`config.mk`:
```
export PLATFORM = sky130hd
export DESIGN_NAME = frac_cen_gen_flat
export DESIGN_NICKNAME = d
export VERILOG_FILES = /design/src/rtl/frac_cen_gen_pkg.sv /design/src/rtl/frac_cen_gen_if.sv /design/src/rtl/frac_cen_channel.sv /design/src/rtl/frac_cen_gen.sv /design/src/flat_wrapper.sv
export SDC_FILE = /design/constraint.sdc
export NUM_CORES = 1
export LEC_CHECK = 0
export BUFFER_PORTS_ARGS = -buffer_cell sky130_fd_sc_hd__clkbuf_2
export CORE_UTILIZATION = 57
export CTS_CLUSTER_SIZE = 40
export DETAILED_ROUTE_END_ITERATION = 6
export MAX_ROUTING_LAYER = met4
export PLACE_DENSITY_LB_ADDON = 0.1
export SYNTH_ARGS = -nofsm -noshare
export SYNTH_HDL_FRONTEND = slang
export SYNTH_SLANG_ARGS = --single-unit
```
`constraint.sdc`:
```
create_clock -name i_clk_chipset -period 8.2 [get_ports i_clk_chipset]
set_input_delay 1.64 -clock i_clk_chipset [delete_from_list [all_inputs] [get_ports i_clk_chipset]]
set_output_delay 1.64 -clock i_clk_chipset [all_outputs]
set_load 0.02 [all_outputs]
```
`src/rtl/frac_cen_gen_pkg.sv`:
```
// Shared defaults, rate constants and the per-channel update request type
// for the fractional clock-enable generator.
package frac_cen_gen_pkg;

  localparam int CHANNELS_DEF = 4;
  localparam int ACC_W_DEF    = 22;
  localparam int POST_W_DEF   = 3;

  localparam int OPL2_NUM = 358;
  localparam int OPL2_DEN = 5000;
  localparam int UART_NUM = 14815;
  localparam int UART_DEN = 50000;

  typedef enum logic [1:0] {
    UPD_NONE  = 2'd0,
    UPD_NOW   = 2'd1,
    UPD_DEFER = 2'd2
  } upd_e;

  function automatic int ch_idx_w(input int n);
    return (n > 1) ? $clog2(n) : 1;
  endfunction

endpackage

```
`src/rtl/frac_cen_gen_if.sv`:
```
// Rate configuration port: valid/ready request with a one-cycle reject pulse.
interface frac_cen_gen_if #(
  parameter int CHANNELS = frac_cen_gen_pkg::CHANNELS_DEF,
  parameter int ACC_W    = frac_cen_gen_pkg::ACC_W_DEF,
  parameter int POST_W   = frac_cen_gen_pkg::POST_W_DEF
);
  import frac_cen_gen_pkg::*;

  localparam int CH_W = ch_idx_w(CHANNELS);

  logic              cfg_valid;
  logic              cfg_ready;
  logic [CH_W-1:0]   cfg_ch;
  logic [ACC_W-1:0]  cfg_num;
  logic [ACC_W-1:0]  cfg_den;
  logic [POST_W-1:0] cfg_post;
  logic              cfg_sync;
  logic              cfg_err;

  modport master (
    output cfg_valid, cfg_ch, cfg_num, cfg_den, cfg_post, cfg_sync,
    input  cfg_ready, cfg_err
  );

  modport slave (
    input  cfg_valid, cfg_ch, cfg_num, cfg_den, cfg_post, cfg_sync,
    output cfg_ready, cfg_err
  );

endinterface

```
`src/rtl/frac_cen_channel.sv`:
```
// One fractional enable channel: phase accumulator, post divider and a
// shadow config that is swapped in on the channel's own enable pulse.
module frac_cen_channel
  import frac_cen_gen_pkg::*;
#(
  parameter int ACC_W  = ACC_W_DEF,
  parameter int POST_W = POST_W_DEF
) (
  input  logic              i_clk,
  input  logic              i_rst_n,
  input  logic              i_restart,
  input  upd_e              i_upd,
  input  logic [ACC_W-1:0]  i_num,
  input  logic [ACC_W-1:0]  i_den,
  input  logic [POST_W-1:0] i_post,
  output logic              o_pend,
  output logic              o_cen,
  output logic              o_cen_post
);

  logic [ACC_W-1:0]  r_acc;
  logic [ACC_W-1:0]  r_num;
  logic [ACC_W-1:0]  r_den;
  logic [POST_W-1:0] r_post;
  logic [POST_W-1:0] r_pc;
  logic              r_pend;
  logic [ACC_W-1:0]  r_sh_num;
  logic [ACC_W-1:0]  r_sh_den;
  logic [POST_W-1:0] r_sh_post;
  logic              r_cen_p1;
  logic              r_cen_post_p1;

  logic [ACC_W:0]    w_nxt_p0;
  logic              w_hit_p0;
  logic              w_wrap_p0;

  // Stage p0: accumulate and compare against the modulus
  assign w_nxt_p0  = {1'b0, r_acc} + {1'b0, r_num};
  assign w_hit_p0  = (w_nxt_p0 >= {1'b0, r_den});
  assign w_wrap_p0 = w_hit_p0 && (r_pc == r_post);

  // Stage p1: registered enables, new phase and config
  always_ff @(posedge i_clk or negedge i_rst_n) begin
    if (!i_rst_n) begin
      r_acc         <= '0;
      r_num         <= '0;
      r_den         <= ACC_W'(1);
      r_post        <= '0;
      r_pc          <= '0;
      r_pend        <= 1'b0;
      r_cen_p1      <= 1'b0;
      r_cen_post_p1 <= 1'b0;
    end else if (i_restart) begin
      r_acc         <= '0;
      r_pc          <= '0;
      r_pend        <= 1'b0;
      r_cen_p1      <= 1'b0;
      r_cen_post_p1 <= 1'b0;
      if (i_upd == UPD_NOW) begin
        r_num  <= i_num;
        r_den  <= i_den;
        r_post <= i_post;
      end else if (r_pend) begin
        r_num  <= r_sh_num;
        r_den  <= r_sh_den;
        r_post <= r_sh_post;
      end
    end else begin
      r_cen_p1      <= w_hit_p0;
      r_cen_post_p1 <= w_wrap_p0;
      if (i_upd == UPD_NOW) begin
        r_num  <= i_num;
        r_den  <= i_den;
        r_post <= i_post;
        r_acc  <= '0;
        r_pc   <= '0;
      end else if (r_pend && w_hit_p0) begin
        r_num  <= r_sh_num;
        r_den  <= r_sh_den;
        r_post <= r_sh_post;
        r_acc  <= '0;
        r_pc   <= '0;
        r_pend <= 1'b0;
      end else begin
        if (i_upd == UPD_DEFER) begin
          r_pend <= 1'b1;
        end
        r_acc <= w_hit_p0 ? ACC_W'(w_nxt_p0 - {1'b0, r_den}) : w_nxt_p0[ACC_W-1:0];
        if (w_hit_p0) begin
          r_pc <= w_wrap_p0 ? '0 : r_pc + POST_W'(1);
        end
      end
    end
  end

  // Shadow values are only consumed while pend is set, so they carry no reset
  always_ff @(posedge i_clk) begin
    if (i_upd == UPD_DEFER) begin
      r_sh_num  <= i_num;
      r_sh_den  <= i_den;
      r_sh_post <= i_post;
    end
  end

  assign o_pend     = r_pend;
  assign o_cen      = r_cen_p1;
  assign o_cen_post = r_cen_post_p1;

endmodule

```
`src/rtl/frac_cen_gen.sv`:
```
// Multi-channel fractional clock-enable generator: config validation,
// reset release synchroniser and CHANNELS accumulator channels.
module frac_cen_gen
  import frac_cen_gen_pkg::*;
#(
  parameter int CHANNELS = CHANNELS_DEF,
  parameter int ACC_W    = ACC_W_DEF,
  parameter int POST_W   = POST_W_DEF
) (
  input  logic                i_clk_chipset,
  input  logic                i_reset_n,
  input  logic                i_restart,
  frac_cen_gen_if.slave       cfg,
  output logic [CHANNELS-1:0] o_cen,
  output logic [CHANNELS-1:0] o_cen_post
);

  logic [1:0]          r_rst_sync;
  logic                w_rst_n;
  logic                w_xfer;
  logic                w_bad;
  logic                r_cfg_err;
  logic [CHANNELS-1:0] w_pend;
  upd_e                w_upd [CHANNELS];

  // Assert asynchronously, release two clocks later
  always_ff @(posedge i_clk_chipset or negedge i_reset_n) begin
    if (!i_reset_n) begin
      r_rst_sync <= 2'b00;
    end else begin
      r_rst_sync <= {r_rst_sync[0], 1'b1};
    end
  end

  assign w_rst_n = r_rst_sync[1];

  assign w_xfer = cfg.cfg_valid & cfg.cfg_ready;
  assign w_bad  = (cfg.cfg_den == '0) || (cfg.cfg_num > cfg.cfg_den) ||
                  (int'(cfg.cfg_ch) >= CHANNELS);

  // A deferred request arriving with restart is applied immediately
  always_comb begin
    for (int i = 0; i < CHANNELS; i++) begin
      w_upd[i] = UPD_NONE;
      if (w_xfer && !w_bad && (int'(cfg.cfg_ch) == i)) begin
        w_upd[i] = (cfg.cfg_sync && !i_restart) ? UPD_DEFER : UPD_NOW;
      end
    end
  end

  always_ff @(posedge i_clk_chipset or negedge w_rst_n) begin
    if (!w_rst_n) begin
      r_cfg_err <= 1'b0;
    end else begin
      r_cfg_err <= w_xfer & w_bad;
    end
  end

  assign cfg.cfg_ready = ~|w_pend;
  assign cfg.cfg_err   = r_cfg_err;

  for (genvar g = 0; g < CHANNELS; g++) begin : g_ch
    frac_cen_channel #(
      .ACC_W  (ACC_W),
      .POST_W (POST_W)
    ) u_ch (
      .i_clk      (i_clk_chipset),
      .i_rst_n    (w_rst_n),
      .i_restart  (i_restart),
      .i_upd      (w_upd[g]),
      .i_num      (cfg.cfg_num),
      .i_den      (cfg.cfg_den),
      .i_post     (cfg.cfg_post),
      .o_pend     (w_pend[g]),
      .o_cen      (o_cen[g]),
      .o_cen_post (o_cen_post[g])
    );
  end

endmodule

```
`src/flat_wrapper.sv`:
```
// flat-port wrapper written by rule: the top's interface ports become plain ports
module frac_cen_gen_flat import frac_cen_gen_pkg::*;
#(
  parameter int CHANNELS = CHANNELS_DEF,
  parameter int ACC_W    = ACC_W_DEF,
  parameter int POST_W   = POST_W_DEF
)
  (i_clk_chipset, i_reset_n, i_restart, o_cen, o_cen_post, cfg_cfg_valid, cfg_cfg_ch, cfg_cfg_num, cfg_cfg_den, cfg_cfg_post, cfg_cfg_sync, cfg_cfg_ready, cfg_cfg_err);
  frac_cen_gen_if #(.CHANNELS(CHANNELS), .ACC_W(ACC_W), .POST_W(POST_W)) cfg_i ();
  input  logic i_clk_chipset;
  input  logic i_reset_n;
  input  logic i_restart;
  output logic [CHANNELS-1:0] o_cen;
  output logic [CHANNELS-1:0] o_cen_post;
  input wire logic [$bits(cfg_i.cfg_valid)-1:0] cfg_cfg_valid;
  input wire logic [$bits(cfg_i.cfg_ch)-1:0] cfg_cfg_ch;
  input wire logic [$bits(cfg_i.cfg_num)-1:0] cfg_cfg_num;
  input wire logic [$bits(cfg_i.cfg_den)-1:0] cfg_cfg_den;
  input wire logic [$bits(cfg_i.cfg_post)-1:0] cfg_cfg_post;
  input wire logic [$bits(cfg_i.cfg_sync)-1:0] cfg_cfg_sync;
  output wire logic [$bits(cfg_i.cfg_ready)-1:0] cfg_cfg_ready;
  output wire logic [$bits(cfg_i.cfg_err)-1:0] cfg_cfg_err;
  assign cfg_i.cfg_valid = cfg_cfg_valid;
  assign cfg_i.cfg_ch = cfg_cfg_ch;
  assign cfg_i.cfg_num = cfg_cfg_num;
  assign cfg_i.cfg_den = cfg_cfg_den;
  assign cfg_i.cfg_post = cfg_cfg_post;
  assign cfg_i.cfg_sync = cfg_cfg_sync;
  assign cfg_cfg_ready = cfg_i.cfg_ready;
  assign cfg_cfg_err = cfg_i.cfg_err;
  frac_cen_gen #(.CHANNELS(CHANNELS), .ACC_W(ACC_W), .POST_W(POST_W)) u_core (.i_clk_chipset(i_clk_chipset), .i_reset_n(i_reset_n), .i_restart(i_restart), .cfg(cfg_i), .o_cen(o_cen), .o_cen_post(o_cen_post));
endmodule
```
-- Word-level counts from Yosys, hierarchy flattened
Index checks and enable logic that the tools add are counted.
- input bits: 54
- register bits: 491
- output and inout bits: 10
- equality and inequality tests: 23
- add/subtract/negate cells: 12
- bitwise operators: 2
- multiplexer cells: 125
- $lt $le $gt $ge: 5
- reductions and logical operators: 41
- operators by type and width (cell ; count):
    22-bit two-way mux ; 56
    3-bit two-way mux ; 40
    22-bit by 22-bit adder with 23-bit output ; 4
    23-bit by 22-bit >= comparator with 1-bit output ; 4
    22-bit subtractor ; 4
    1-bit two-way mux ; 24
    3-bit nonzero test ; 8
    22-bit > comparator ; 1
    22-bit logical NOT ; 1
    2-bit AND reduction ; 8
    4-bit nonzero test ; 4
    1-bit logical AND ; 14
    3-bit by 1-bit adder with 3-bit output, second input constant ; 4
    2-bit equality test, second input constant ; 6
    3-bit equality test ; 4
    3-bit by 1-bit != test with 1-bit output, second input constant ; 4
    2-bit by 1-bit equality test with 1-bit output, second input constant ; 5
    2-bit two-way mux ; 5
    2-bit != test, second input constant ; 4
    4-bit OR reduction ; 1
    1-bit logical NOT ; 3
    1-bit bitwise AND ; 2
    2-bit logical NOT ; 1
    1-bit logical OR ; 1

-- Depth between registers and ports, before layout
- depth after elaboration: 11
- mapped depth: 25
- depth with buffers taken out: 22

-- By module
From an unflattened synthesis, not the netlist that was laid out.
- cell total of the unflattened synthesis: 2890
- area, all modules: 29100.4 sq um
- by module, submodules not included (module ; cells an instance ; seq. area each (sq um) ; area an instance (sq um) ; times used):
    frac_cen_channel (u_core.g_ch[1].u_ch ...) ; 734 ; 3289.4 ; 7038.0 ; 2
    frac_cen_channel (u_core.g_ch[0].u_ch) ; 647 ; 3289.4 ; 7124.3 ; 1
    frac_cen_channel (u_core.g_ch[3].u_ch) ; 660 ; 3289.4 ; 7060.5 ; 1
    frac_cen_gen ; 115 ; 75.1 ; 839.6 ; 1

-- Worst setup path after synthesis
OpenSTA, ideal clock, no wires.
- kind: input to register
- start: in cfg_cfg_den[19]
- end: reg u_core.g_ch[0].u_ch.r_sh_den[0] (enable)
- path slack: 798 ps
- path buffers: 0
- required time: 7677 ps
- stages on the path: 9
- arrival time: 6879 ps
- cell sequence: inv_1 > ha_1 > a21o_1 > a21o_1 > a221o_1 > a21o_1 > o21a_1 > nor4b_1 > nor3b_1
- word-level cells in the longest chain between the ends: 7
- elaborated cells on any way between the ends: 8
- classes of those cells: 1 x order compare; 1 x eq/ne; 1 x mux; 5 x reduce/logical
- RTL lines (element ; RTL line ; text):
    from (decl) ; flat_wrapper.sv:18 ; input wire logic [$bits(cfg_i.cfg_den)-1:0] cfg_cfg_den;
    22-bit > comparator / 22-bit logical NOT (equally long branches) ; frac_cen_gen.sv:38 ; assign w_bad = (cfg.cfg_den == '0) || (cfg.cfg_num > cfg.cfg_den) ||
    1-bit logical OR (*) ; frac_cen_gen.sv:38 ;
    1-bit logical NOT (*) ; frac_cen_gen.sv:45 ; if (w_xfer && !w_bad && (int'(cfg.cfg_ch) == i)) begin
    1-bit logical AND (*) (2 in series) ; frac_cen_gen.sv:45 ;
    2-bit two-way mux (*) ; frac_cen_gen.sv:45 ;
    2-bit equality test (*) ; frac_cen_channel.sv:98 ; if (i_upd == UPD_DEFER) begin
    to (signal assigned) ; frac_cen_channel.sv:100 ; r_sh_den <= i_den;
    to (decl) ; frac_cen_channel.sv:28 ; logic [ACC_W-1:0] r_sh_den;
Every way passes the cells marked *; elsewhere a longest branch is shown, timed or not.
A chain may end at the register's enable or synchronous reset.

-- Final worst setup path
- start: reg u_core.g_ch[0].u_ch.r_num[0]
- end: reg u_core.g_ch[0].u_ch.r_den[15]
- word-level cells in the longest chain between the ends: 5
- RTL lines (element ; RTL line ; text):
    from (decl) ; frac_cen_channel.sv:22 ; logic [ACC_W-1:0] r_num;
    from (signal assigned) ; frac_cen_channel.sv:60 ; r_num <= i_num;
    from (signal assigned) ; frac_cen_channel.sv:64 ; r_num <= r_sh_num;
    from (signal assigned) ; frac_cen_channel.sv:72 ; r_num <= i_num;
    22-bit by 22-bit adder with 23-bit output ; frac_cen_channel.sv:38 ; assign w_nxt_p0 = {1'b0, r_acc} + {1'b0, r_num};
    23-bit by 22-bit >= comparator with 1-bit output ; frac_cen_channel.sv:39 ; assign w_hit_p0 = (w_nxt_p0 >= {1'b0, r_den});
    1-bit logical AND ; frac_cen_channel.sv:77 ; end else if (r_pend && w_hit_p0) begin
    3-bit nonzero test (no line) ; - ;
    2-bit AND reduction (no line) ; - ;
    to (signal assigned) ; frac_cen_channel.sv:61 ; r_den <= i_den;
    to (signal assigned) ; frac_cen_channel.sv:73 ; r_den <= i_den;
    to (signal assigned) ; frac_cen_channel.sv:79 ; r_den <= r_sh_den;
    to (decl) ; frac_cen_channel.sv:23 ; logic [ACC_W-1:0] r_den;
Every way passes these cells.

==> reports/results.tsv <==
metric	value	unit
r2r_slack	1550	ps
io_buffers	63	
dieArea	49800	µm²
overflow	0	
row_count	80	
final_common_cell	a21oi_1	
routed_wirelength	78700	µm
syn_inst	2718	
slowest_delay	820	ps
maxSlewHeadroom	0.257	
post-cts-setup-buffer-count	0	
core_area	48000	µm²
synth.avg_cell_area	10.3	µm²
syn-cell-area	27900	µm²
drt-vias-per-instance	6.30	
gp_congestion	0.940	
areaGrowthSynthToFinish	9.55	%
pre_cts_ws	1650	ps
grt.total_usage	0.328	
synth_xor_xnor_area_share	0.0458	
drive_above_1_share	0.105	
cts_tree	done	
htreeDepth	2	
nets	3004	
hold_path.class	flop to flop	
r2r-start	u_core.g_ch[0].u_ch.r_num[0]	
antenna_found_initial	0	
insertion_delay	620	ps
drc	0	
ys_async_sr_fraction	0.617	
grt_max_degree	161	
clock_sinks	491	
crit_fanout	48	
synth_flop_cell	dfrtp_1	
synth-simple-area-share	0.105	
synth_edf_count	188	
dr.pass1.iters	5	
cts_root_buf	clkbuf_16	
maxSlewViolCount	0	
timing.final.ws_setup	1550	ps
yosysTopAreaCell	dfrtp_1	
cts_buffers	52	
synth_top_family_by_area	compound AO/OA/AOI/OAI gates	
chipHeight	223	µm
synth_compound_area_frac	0.200	
worst_pin_slew	1110	ps
layout_min_cycle_time	6650	ps
fin_setup_tns	0	ps
ys_seq_area_frac	0.474	
cp-start-kind	flop	
cap_violations	0	
period_share	0.812	
synth_fa_ha_area_frac	0.0963	
required	8720	ps
critical_path_class	flop to flop	
synth.distinct_cells	87	
cts_hold_buf	0	
rsz0062_at_grt	no	
syn_nets	2982	
worst_setup_path_end_kind	flop	
regArea	13200	µm²
final-hold-violation-count	0	
vias	21400	
final_cell_mix	a21oi_1 (305), dfrtp_1 (298), ha_1 (202), nor2_1 (199), inv_1 (196)	
status	complete, no violations	
drt_iter0_drc	1978	
crit_path_start	u_core.g_ch[0].u_ch.r_num[0]	
multi_input_area	13400	µm²
dp_cells	3301	
crit_family	compound AO/OA/AOI/OAI gates	
cts_resized	0	
grt_first_pass_wirelength	122000	µm
synth_top_area_share	0.268	
synth.area.mux_share	0.0320	
ios	64	
yosys-top-cells-area	dfrtp_1 (27%), edfxtp_1 (20%), ha_1 (9.1%)	
clock_skew	32.9	ps
die_w	223	µm
hp-start	u_core.r_rst_sync[0]	
cts.path.max_buffers	3	
yosys_warnings	0	
grt_pass1_vias	20600	
final_antenna_net_count	0	
final_cells	3398	
nFillCells	3889	
start_util	0.581	
crit_chain	ha_1, inv_1, fa_1, nor2b_1, o21ai_0, a21oi_1, o22ai_1, o21ai_0, a211oi_1, o31ai_1, xnor2_1, ha_1, nand2_1, or2_2, nor2_1, and3_1, a21o_1, a2111oi_4, nand3_2, buf_4, a21boi_4, buf_4, a2bb2oi_1	
clk_pin_slew	70	ps
fmax	150	MHz
cp.arrival	7180	ps
hpwl	56000	µm
cp_num_buf_inv	3	
slowest_stage	a21boi_4	
ys_ff_latch	491	
post_drt_wl_per_cell	23.2	µm
finalSetupViolCount	0	
-- worst paths after layout --
check                                                endpoint  cells past startpoint
worst max register to register  u_core.g_ch[0].u_ch.r_den[15]                     23
worst min-delay path                     u_core.r_rst_sync[1]                      0
worst min register to register           u_core.r_rst_sync[1]                      0
max in group asynchronous       u_core.g_ch[1].u_ch.r_num[16]                      2
worst max-delay path            u_core.g_ch[0].u_ch.r_den[15]                     23
min in group asynchronous         u_core.g_ch[3].u_ch.r_pc[2]                      1
-- sequential cells by signal, indices dropped and copies added (netlist names) --
register and cells:
u_core.g_ch.u_ch.r_sh_post 12, u_core.g_ch.u_ch.o_cen 4, u_core.g_ch.u_ch.o_cen_post 4, u_core.g_ch.u_ch.r_post 12
u_core.g_ch.u_ch.r_sh_den 88, u_core.g_ch.u_ch.r_acc 88, u_core.g_ch.u_ch.r_den 88, u_core.g_ch.u_ch.r_sh_num 88
u_core.cfg.cfg_err 1, u_core.g_ch.u_ch.o_pend 4, u_core.g_ch.u_ch.r_pc 12, u_core.r_rst_sync 2
u_core.g_ch.u_ch.r_num 88
-- Yosys cell counts (all sizes together), types with 19 or more instances --
| library cell | instances |
|---|---|
| a211oi | 27 |
| a21o | 64 |
| a21oi | 305 |
| a2bb2oi | 46 |
| a31oi | 19 |
| buf | 49 |
| clkbuf | 71 |
| dfrtp | 299 |
| edfxtp | 188 |
| ha | 202 |
| inv | 197 |
| mux2 | 49 |
| mux2i | 34 |
| nand2 | 174 |
| nand2b | 24 |
| nand3 | 39 |
| nand4 | 31 |
| nor2 | 199 |
| nor2b | 31 |
| nor3 | 33 |
| o21a | 36 |
| o21ai | 89 |
| o21bai | 21 |
| o22ai | 146 |
| xnor2 | 110 |
| xor2 | 36 |
-- final cells by class --
cell class | instances | share of cell area
multi-input combinational | 1909 | 0.439
sequential | 491 | 0.433
clock buffer | 70 | 0.0499
tap | 615 | 0.0252
inverter | 198 | 0.0243
timing repair buffer | 88 | 0.0169
clock inverter | 26 | 0.0114
antenna | 1 | 0.0000819
-- per-layer routing --
metal / global-route usage / up-vias / wire (µm)
li1: - / 9958 / -
met1: 0.445 / 10600 / 34200
met2: 0.515 / 774 / 36800
met3: 0.0445 / 123 / 5350
met4: 0.101 / 0 / 2340
met5: - / - / 0
-- metrics by stage --
| stage | area (µm²) | utilization | hold WS, ps |
|---|---|---|---|
| 3_5_place_dp | 28700 | 0.597 | 368 |
| 5_1_grt | 30600 | 0.636 | 393 |
| 6_report | 30600 | 0.636 | 379 |
| 2_1_floorplan | 27900 | - | 331 |
| 3_3_place_gp | 28700 | 0.597 | 339 |
| 4_1_cts | 30600 | 0.636 | 385 |
-- cells by family after synthesis --
logic type / after synthesis
AO/OA/AOI/OAI: 851
AND/OR/NAND/NOR: 618
flip-flops: 491
buffers and inverters: 318
adder cells (fa/ha/maj): 210
XOR/XNOR: 146
multiplexers: 83
other: 1
Power is not shown: default switching activity piles up to over one toggle a cycle in this logic, so the estimate is an artifact.
